$ cat src/rtl/logic_result_stage.sv
// logic_result_stage: 2-entry skid FIFO behind the logic unit.
// Captures each accepted result with its op code and derived flags
// (zero, negative, parity), and counts accepted results.
// Ports:
//   clk, rst                 clock, asynchronous active-high reset
//   in_valid/in_ready        upstream handshake (push on both high)
//   in_result, in_op         logic-unit result and its op code
//   out_valid/out_ready      downstream handshake (pop on both high)
//   out_result, out_op       head entry payload
//   out_zero/neg/parity      head entry flags, captured at push time
//   op_count                 accepted pushes since reset, wrapping
module logic_result_stage #(
  parameter int unsigned WIDTH = 32,
  parameter int unsigned CNT_W = 16
) (
  input  logic             clk,
  input  logic             rst,
  input  logic             in_valid,
  output logic             in_ready,
  input  logic [WIDTH-1:0] in_result,
  input  logic [1:0]       in_op,
  output logic             out_valid,
  input  logic             out_ready,
  output logic [WIDTH-1:0] out_result,
  output logic [1:0]       out_op,
  output logic             out_zero,
  output logic             out_neg,
  output logic             out_parity,
  output logic [CNT_W-1:0] op_count
);

  localparam int unsigned DEPTH = 2;

  // State encoding equals the occupancy count.
  typedef enum logic [1:0] {
    EMPTY = 2'd0,
    ONE   = 2'd1,
    FULL  = 2'd2
  } state_t;

  state_t           state;
  logic             head;
  logic             tail;
  logic [WIDTH-1:0] mem_result [DEPTH];
  logic [1:0]       mem_op     [DEPTH];
  logic [DEPTH-1:0] mem_zero;
  logic [DEPTH-1:0] mem_neg;
  logic [DEPTH-1:0] mem_parity;

  logic push;
  logic pop;
  logic in_zero;
  logic in_neg;
  logic in_parity;

  // Ready depends only on registered state, so out_ready never reaches in_ready.
  assign in_ready  = (state != FULL) && !rst;
  assign out_valid = (state != EMPTY);
  assign push      = in_valid && in_ready;
  assign pop       = out_valid && out_ready;

  // Flags derived once, at capture.
  assign in_zero   = (in_result == '0);
  assign in_neg    = in_result[WIDTH-1];
  assign in_parity = ^in_result;

  // Head entry drives the outputs straight from storage registers.
  assign out_result = mem_result[head];
  assign out_op     = mem_op[head];
  assign out_zero   = mem_zero[head];
  assign out_neg    = mem_neg[head];
  assign out_parity = mem_parity[head];

  // Occupancy FSM, pointers, storage and accept counter.
  always_ff @(posedge clk or posedge rst) begin
    if (rst) begin
      state      <= EMPTY;
      head       <= 1'b0;
      tail       <= 1'b0;
      op_count   <= '0;
      mem_zero   <= '0;
      mem_neg    <= '0;
      mem_parity <= '0;
      for (int i = 0; i < int'(DEPTH); i++) begin
        mem_result[i] <= '0;
        mem_op[i]     <= '0;
      end
    end else begin
      if (push) begin
        mem_result[tail] <= in_result;
        mem_op[tail]     <= in_op;
        mem_zero[tail]   <= in_zero;
        mem_neg[tail]    <= in_neg;
        mem_parity[tail] <= in_parity;
        tail             <= ~tail;
        op_count         <= op_count + CNT_W'(1);
      end
      if (pop) begin
        head <= ~head;
      end
      case (state)
        EMPTY: if (push) state <= ONE;
        ONE: begin
          if (push && !pop)      state <= FULL;
          else if (pop && !push) state <= EMPTY;
        end
        FULL: if (pop) state <= ONE;
        default: state <= EMPTY;
      endcase
    end
  end

endmodule

$ cat config.mk
export PLATFORM = sky130hd
export DESIGN_NAME = logic_result_stage
export DESIGN_NICKNAME = d
export VERILOG_FILES = /design/src/rtl/logic_result_stage.sv
export SDC_FILE = /design/constraint.sdc
export NUM_CORES = 1
export LEC_CHECK = 0
export ABC_AREA = 0
export CAP_MARGIN = 20
export CELL_PAD_IN_SITES_DETAIL_PLACEMENT = 1
export CELL_PAD_IN_SITES_GLOBAL_PLACEMENT = 1
export CORE_UTILIZATION = 44
export DETAILED_ROUTE_END_ITERATION = 12
export GPL_ROUTABILITY_DRIVEN = 0
export GPL_TIMING_DRIVEN = 0
export PLACE_DENSITY_LB_ADDON = 0.05
export SETUP_SLACK_MARGIN = 0.02
export SLEW_MARGIN = 20
export SYNTH_ARGS = -nofsm -noshare
export SYNTH_HDL_FRONTEND = slang
export SYNTH_SLANG_ARGS = --single-unit
$ cat constraint.sdc
create_clock -name clk -period 9 [get_ports clk]
set_input_delay 1.8 -clock clk [delete_from_list [all_inputs] [get_ports clk]]
set_output_delay 1.8 -clock clk [all_outputs]
set_load 0.02 [all_outputs]
==> out/metrics.csv <==
stage;metric;value;unit
worst_setup_path;path_cells;clkdlybuf4s50_1, nor2_1, clkdlybuf4s50_1;
clock_network;clk_path_buf_depth;2;
worst_setup_path;critPathMaxFanout;4;
logic_synthesis;ys_async_sr_fraction;100;%
clock_network;cts_hold_repair.buffers;0;
routing;antenna_left;0;
worst_setup_path;critPathKind;in2out;
worst_setup_path;crit_path_top_delay_cell;clkdlybuf4s50_1;
power_and_ir_drop;power_density;344;nW/um2
run_status;status;complete, no violations;
clock_network;clockRootBuffer;clkbuf_8;
power_and_ir_drop;leakage;2.66;nW
clock_network;cts_buffers;9;
layout;finalNonFillerCells;618;
logic_synthesis;avgSynthCellArea;11.9;um2
routing;drtIter0Drc;64;
logic_synthesis;synth_top_area_share;51.2;%
routing;dr.pass1.iters;3;
layout;utilization;60.0;%
hold_path;whs_endpoint;op_count[15]$_DFFE_PP0N_;
hold_path;min-delay-path-class;reg2reg;
logic_synthesis;synth_enable_flop_cells;0;
place;port_buffers;92;
hold_path;hold_depth;1;
place;dp.cells;603;
worst_setup_path;crit_path_start_kind;primary input;
worst_setup_path;crit_start;rst;
timing;max_freq;204;MHz
layout;fin_nets;536;
grt;grt_pass1_wl;17300;um
logic_synthesis;yosysMostFrequentCell;dfrtp_1;
worst_setup_path;reg2reg_to;mem_result[17]$_DFFE_PP0P_;
die;die_y;103;um
grt;grt_max_degree;71;
worst_setup_path;worst_path_most_repeated_cell;clkdlybuf4s50_1;
timing;finalSetupTns;0;ns
timing;slew_headroom;64.1;%
place;post-place-ws;4.09;ns
timing;report.final.slew_viol_count;0;
place;detailed_place_hpwl;7640;um
die;die-width;103;um
routing;drt_wl_total;10800;um
routing;via_per_inst;5.05;
timing;clock_skew;0.0105;ns
worst_setup_path;cp.required;7.20;ns
logic_synthesis;syn_area;4500;um2
routing;drc_errors;0;
logic_synthesis;synth_commonest_cells;92 x dfrtp_1, 72 x mux2_2, 42 x nand2_1;
clock_network;cts_tree;done;
worst_setup_path;cp-end-kind;output port;
layout;area_growth;30.9;%
die;dieArea;10600;um2
die;row_count;36;
clock_network;htreeDepth;3;
hold_path;min_from;op_count[15]$_DFFE_PP0N_;
logic_synthesis;synth_top_flop_cell;dfrtp_1;
clock_network;clock_sinks;92;
clock_network;clk_latency;0.36;ns
worst_setup_path;crit_buf_inv;2;
logic_synthesis;syn-num-nets;432;
timing;worst_pin_slew;0.538;ns
worst_setup_path;slowest_delay;0.61;ns
layout;antennaDiodeCount;0;
die;core_area;9820;um2
worst_setup_path;cp.arrival;3.11;ns
worst_setup_path;r2r_cells;7;
grt;grt_pass1_vias;3538;
timing;setup_ws;4.09;ns
routing;wl_per_cell;17.4;um
run;drv_cap;0;
timing;rsz0062_at_grt;false;
logic_synthesis;ys_types;35;
worst_setup_path;r2r_slack;7.32;ns
grt;track_usage;21.8;%
worst_setup_path;r2r-start;state[1]$_DFFE_PP0P_;
timing;finalHoldViolCount;0;
power_and_ir_drop;peakVddDrop;0.179;mV
timing;setup_violations;0;
logic_synthesis;yosysSeqAreaShare;51.2;%
grt;antenna_found_initial;0;
logic_synthesis;synthCells;377;
clock_network;post_cts_buffers;0;
layout;final_layout_size_suffix_gt1_share;23.7;%
worst_setup_path;cp_top_family;buffers and inverters;
logic_synthesis;ys_warn_count;0;
timing;period_share;54.6;%
timing;min_period;4.91;ns
routing;vias;3118;
logic_synthesis;synth_area_leader_cell;dfrtp_1;
layout;fillCellCount;1050;
grt;gr-total-overflow;0;
clock_network;cts_resized;0;
logic_synthesis;synth_area_leaders;dfrtp_1 51%, mux2_2 18%, xnor2_1 5.6%, ha_1 4.7%, nand2_1 3.5%;
die;initial_core_util;45.8;%
die;io_pins;93;
logic_synthesis;ys_ff_latch;92;
clock_network;cts.clk_slew.worst_paths;0.09;ns
[per-stage QoR]
stage                     cell area (um2)  total power, mW  hold WS [ns]
after floorplan                      4500             1.27         0.444
after global placement               5590             1.63         0.462
after CTS                            5890             2.05         0.492
after global routing                 5890             2.14         0.518
final                                5890             2.03         0.486
after detailed placement             5620             1.67         0.471
[worst max-delay path by stage]
stage | end | slack [ns] | cells past startpoint
after floorplan | head$_DFFE_PP0P_ | 4.81 | 1
after global placement | mem_result[50]$_DFFE_PP0P_ | 3.15 | 2
after detailed placement | in_ready | 4.09 | 3
after CTS | in_ready | 4.08 | 3
after global routing | in_ready | 4.03 | 3
final | in_ready | 4.09 | 3
[power by group]
part | total, mW | internal [mW] | switching (mW)
clock network | 0.371 | 0.226 | 0.144
logic | 0.965 | 0.513 | 0.452
registers | 0.690 | 0.588 | 0.102
total | 2.03 | 1.33 | 0.698
[logic make-up after synthesis]
kind of cell	synth area share (%)
DFF	51.2
muxes	19.4
and+or+nand+nor	9.49
buffers and inverters	4.98
AOI/OAI and AO/OA	4.03
xor gates and xnor gates	6.23
adders and majority gates	4.73
[per-layer routing]
metal / GRT usage, % / wire length, um / up-vias
met2: 38.8 / 5600 / 62
met1: 26.1 / 4630 / 1571
li1: - / - / 1469
met5: 0 / 0 / -
met3: 4.00 / 365 / 16
met4: 8.67 / 168 / 0
[sequential cells by signal (all words and copies together), names as in the netlist]
signal / flops
mem_result: 62
mem_op: 4
head: 1
tail: 1
op_count: 16
mem_zero: 2
mem_neg: 2
mem_parity: 2
state: 2
[area by class of cell]
cell class | instances | area [um2] | area share (%)
sequential | 92 | 2300 | 39.1
multi-input combinational | 236 | 1970 | 33.5
timing repair buffer | 93 | 948 | 16.1
tap | 133 | 166 | 2.83
clock buffer | 11 | 151 | 2.57
inverter | 34 | 133 | 2.25
clock inverter | 4 | 120 | 2.04
buffer | 15 | 96.3 | 1.64
[placed cells by master, fill, tap and decap left out, drive strengths merged, types with 2 or more instances in the layout]
master and n:
a21oi 3, and3 3, buf 13, bufinv 4, clkbuf 14, clkdlybuf4s50 92
dfrtp 92, ha 17, inv 34, mux2 76, nand2 44, nand2b 2
nand3 6, nand4 6, nor2 5, nor3 2, nor4 2, o21ai 32
xnor2 29, xor2 3
(Power assumes the default switching activity.)
==> edit 1, RTL diff (same settings) <==
Put one more register stage on the output `op_count`. The value now appears one clock later. The other outputs are not delayed to match.
--- a/src/rtl/logic_result_stage.sv
+++ b/src/rtl/logic_result_stage.sv
@@ -39,4 +39,6 @@
   } state_t;
 
+  logic [CNT_W-1:0] op_count_s0;
+
   state_t           state;
   logic             head;
@@ -78,5 +80,5 @@
       head       <= 1'b0;
       tail       <= 1'b0;
-      op_count   <= '0;
+      op_count_s0 <= '0;
       mem_zero   <= '0;
       mem_neg    <= '0;
@@ -94,5 +96,5 @@
         mem_parity[tail] <= in_parity;
         tail             <= ~tail;
-        op_count         <= op_count + CNT_W'(1);
+        op_count_s0      <= op_count_s0 + CNT_W'(1);
       end
       if (pop) begin
@@ -111,4 +113,8 @@
   end
 
+  always_ff @(posedge clk) begin
+    op_count <= op_count_s0;
+  end
+
 endmodule
 
Formal check against the unedited RTL: not equivalent (a bounded check fails within 4 cycles, from zero or initial values and one cycle with rst high).
==> edit 1 against the unedited design <==
Fmax up 1.0%. Synthesized area increased by 6.6%. Setup slack better by 0.051 ns. Hold slack got worse by 0.076 ns. Core utilization is 1.5 points lower. Clock skew grew 0.0029 ns. Critical path type unchanged. Critical path depth unchanged. Routed wire length fell by 2.1%. Cell area up 4.0%. Die area increased by 6.5%. Sequential cell count up 16. Power rose by 0.55%.
==> edit 1: results (changes against the unedited design) <==
- Status: complete, no violations
- Critical Path AT: 3.06 ns (-0.05 ns)
- Fraction of area in multi-input gates: 0.314 (-0.0204)
- Compound-Gate Fraction of Synth Area: 0.0378 (-0.00249)
- Fin nets: 552 (+3.0%)
- Clk tree area frac: 0.0335 (-0.0126)
- Met3 GRT Util: 0.0325 (-0.00750)
- Mux contribution to synthesized area: 0.182 (-0.0120)
- Async SR Flop Fraction: 0.852 (-0.148)
- Worst min-delay path class: reg2reg
- Synthesized net count: 448 (+3.7%)
- Peak VDD IR: 0.153 mV (-14%)
- Routed wire length per instance: 16.5 um (-5.2%)
- Clock net sink count: 108 (+17%)
- Post-DP HPWL: 7790 um (+1.9%)
- ANT cells: 0 (unchanged)
- Met2 Usage GRT: 0.342 (-0.0459)
- Largest family of logic cells by synthesized area: multiplexers
- Clock buf count: 9 (-2)
- Post-Synth XOR/XNOR Area: 0.0585 (-0.00385)
- Synth cell count leaders: dfrtp_1, mux2_2, nand2_1
- Share of cells above drive strength 1: 0.219 (-0.0180)
- Initial DRC Count: 104 (+63%)
- Non-clk invs: 33 (-2.9%)
- I/O Buffers: 92 (unchanged)
- Initial antenna violation count: 0 (unchanged)
- Largest regs: mem_result x62, op_count x16, op_count_s0 x16
- Slew @ Worst Pin: 0.423 ns (-0.115 ns)
- Routed wl met3: 307 um (-16%)
- Vias per cell: 5.04 (-0.15%)
- Seq/Total Area, Yosys: 0.547 (+0.0352)
- Total setup buffers inserted after CTS: 0 (unchanged)
- Filler cells: 1131 (+7.7%)
- Clock Latency Late Sink: 0.38 ns (+0.02 ns)
- Register area: 2620 um2 (+14%)
- Layout non-clock buf frac: 0.175 (-0.00249)
- Routed wl met2: 5260 um (-6.1%)
- Vias in the first global route: 3470 (-1.9%)
- Grt met1 use: 0.275 (+0.0142)
- Pre-Repair DR Iteration Count: 4 (+1)
- Yosys cell types: 34 (-2.9%)
- GRT Util Overall: 0.205 (-0.0127)
- Synth area leaders: dfrtp_1, mux2_2, dfxtp_1
- Worst clock skew: 0.0133 ns (+0.00287 ns)
- Static Leak: 0.00277 uW (+4.0%)
- Pin count of the biggest net entering global routing: 50 (-30%)
- CP peak stage delay: 0.61 ns (about the same)
- Root Buffer: clkbuf_8
- Global-route wire length before repair: 17900 um (+3.6%)
- DRT met1 WL: 4880 um (+5.4%)
- Signal buffers: 109 (+0.93%)
- CP max FO: 3 (-1)
- Synth Area in Adders: 0.0444 (-0.00292)
[edit 1: stage by stage]
step	util	hold slack [ns]	setup WS, ns	area, um2	instances
floorplan	-	0.366	4.81	4790	393
global placement	0.563	0.380	3.19	5890	621
detailed placement	0.566	0.390	4.14	5920	622
CTS	0.585	0.417	4.13	6120	638
global route	0.585	0.424	4.11	6120	638
finish	0.585	0.410	4.14	6120	638
[edit 1: path summary, 6_finish.rpt]
path | from | endpoint | slack, ns | cells past startpoint
hold reg to reg | op_count_s0[15] | op_count[15] | 0.41 | 0
hold / removal | op_count_s0[15] | op_count[15] | 0.41 | 0
setup / recovery | rst | in_ready | 4.14 | 3
setup reg to reg | state[0] | mem_result[44] | 7.29 | 5
min in group asynchronous | rst | op_count_s0[13] | 1.86 | 2
max in group asynchronous | rst | mem_result[32] | 6.56 | 3
[edit 1: power breakdown]
part / switching (uW) / leakage [uW] / internal (uW)
clock: 178 / 0.000107 / 134
combinational: 439 / 0.00139 / 510
sequential: 107 / 0.00127 / 669
==> edit 2, RTL diff (same flow settings) <==
Without the edit above. Change the parameter `WIDTH` from 32 to 48.
--- a/src/rtl/logic_result_stage.sv
+++ b/src/rtl/logic_result_stage.sv
@@ -11,5 +11,5 @@
 //   op_count                 accepted pushes since reset, wrapping
 module logic_result_stage #(
-  parameter int unsigned WIDTH = 32,
+  parameter int unsigned WIDTH = 48,
   parameter int unsigned CNT_W = 16
 ) (
Interface: changed (resized in_result and out_result); port bits go from 93 to 125. The function was not compared with the original's and may differ.
==> edit 2 against the unedited design <==
Synthesized area up 33%. Clock skew down 0.0058 ns. Setup slack better by 0.056 ns. Global-route usage up 1.7 points. Sequential cell count up 32. Register-to-register slack worse by 0.30 ns. Non-clock buffer count up 41. Sequential share of layout area down 0.70 points. Power up 47%. Sequential power up 37%. Cell area up 37%. First-iteration DRC count rose to 2.8 times the old value. Routed wire length up 44%. Largest power group unchanged.
==> edit 2: results (changes against the unedited design) <==
- Fin nets: 743 (+39%)
- Final WL: 15500 um (+44%)
- DRT met1 WL: 6760 um (+46%)
- Static Leak: 0.00367 uW (+38%)
- Status: complete, no violations
- Seq/Total Area, Yosys: 0.517 (+0.00549)
- Post-DP HPWL: 11000 um (+44%)
- Vias per cell: 5.08 (+0.71%)
- Initial DRC Count: 179 (+180%)
- Worst clock skew: 0.00470 ns (-0.00576 ns)
- Routed wl met2: 7910 um (+41%)
- Root Buffer: clkbuf_16
- Yosys cell types: 34 (-2.9%)
- Pin count of the biggest net entering global routing: 68 (-4.2%)
- Worst min-delay path class: reg2reg
- Clock Latency Late Sink: 0.42 ns (+0.06 ns)
- Synth cell count leaders: dfrtp_1, mux2_2, nand2_1
- Reg clk slew, reported paths: 0.05 ns (-0.04 ns)
- Placed Area: 7490 um2 (+33%)
- Synth area leaders: dfrtp_1, mux2_2, ha_1
- CTS H-tree lvls: 4 (+1)
- Synthesized net count: 599 (+39%)
- Largest regs: mem_result x94, op_count x16, mem_op x4
- Slew @ Worst Pin: 0.695 ns (+0.157 ns)
- Placed instance count: 821 (+36%)
- Total number of vias: 4334 (+39%)
- CP max FO: 3 (-1)
- I/O Buffers: 124 (+35%)
- Vias in the first global route: 4876 (+38%)
- Share of cells above drive strength 1: 0.232 (-0.00521)
- Peak VDD IR: 0.214 mV (+20%)
- Routed wl met3: 567 um (+55%)
- Post-Synthesis Cells: 520 (+38%)
- Filler cells: 1395 (+33%)
- GRT Util Overall: 0.235 (+0.0166)
- # setup viols final: 0 (unchanged)
edit 2: metrics by stage:
step	setup WS (ns)	hold WS (ns)	total power (uW)
after floorplan	3.90	0.444	1740
after global placement	1.98	0.456	2250
after detailed placement	4.15	0.465	2310
after CTS	4.13	0.473	3010
after global routing	4.04	0.487	3140
final	4.15	0.467	2980
edit 2: worst max-delay path, stage by stage:
cell             delay, ns
clkdlybuf4s50_1       0.51
nor2_1                0.14
clkdlybuf4s50_1       0.61
edit 2: kinds of logic after synthesis:
| kind of cell | count (synthesis) | synth area share |
|---|---|---|
| AOI/OAI and AO/OA | 54 | 0.0453 |
| xor gates and xnor gates | 39 | 0.0605 |
| adders and majority gates | 25 | 0.0521 |
| buffers and inverters | 75 | 0.0501 |
| DFF | 124 | 0.517 |
| muxes | 106 | 0.199 |
| and+or+nand+nor | 97 | 0.0753 |
edit 2: layout make-up:
class,instances,area (um2),share of cell area
Clock buffer,25,505,0.0625
Tap cell,176,220,0.0272
Timing Repair Buffer,125,1270,0.157
Sequential cell,124,3100,0.384
Multi-Input combinational cell,321,2590,0.321
Buffer,24,109,0.0135
Inverter,51,196,0.0243
Clock inverter,7,85.1,0.0105
edit 2: path summary, 6_finish.rpt:
kind                              start              to  slack (ns)  cells after the start
min                        op_count[15]    op_count[15]        0.47                      1
max reg2reg                    state[0]  mem_result[48]        7.02                      5
max                                 rst        in_ready        4.15                      3
max in group asynchronous           rst  mem_result[21]        6.38                      3
min reg2reg                op_count[15]    op_count[15]        0.47                      1
min in group asynchronous           rst        state[1]        1.91                      2
edit 2: layer usage:
metal	GRT usage	vias to the layer above
li1	-	2022
met1	0.290	2196
met2	0.402	98
met3	0.0512	18
met4	0.0854	0
met5	0	-
edit 2: where the power goes:
| group | leakage, uW | internal, uW | switching [uW] |
|---|---|---|---|
| combinational | 0.00185 | 714 | 637 |
| clock | 0.000297 | 442 | 241 |
| sequential | 0.00152 | 807 | 139 |
| total | 0.00367 | 1960 | 1020 |
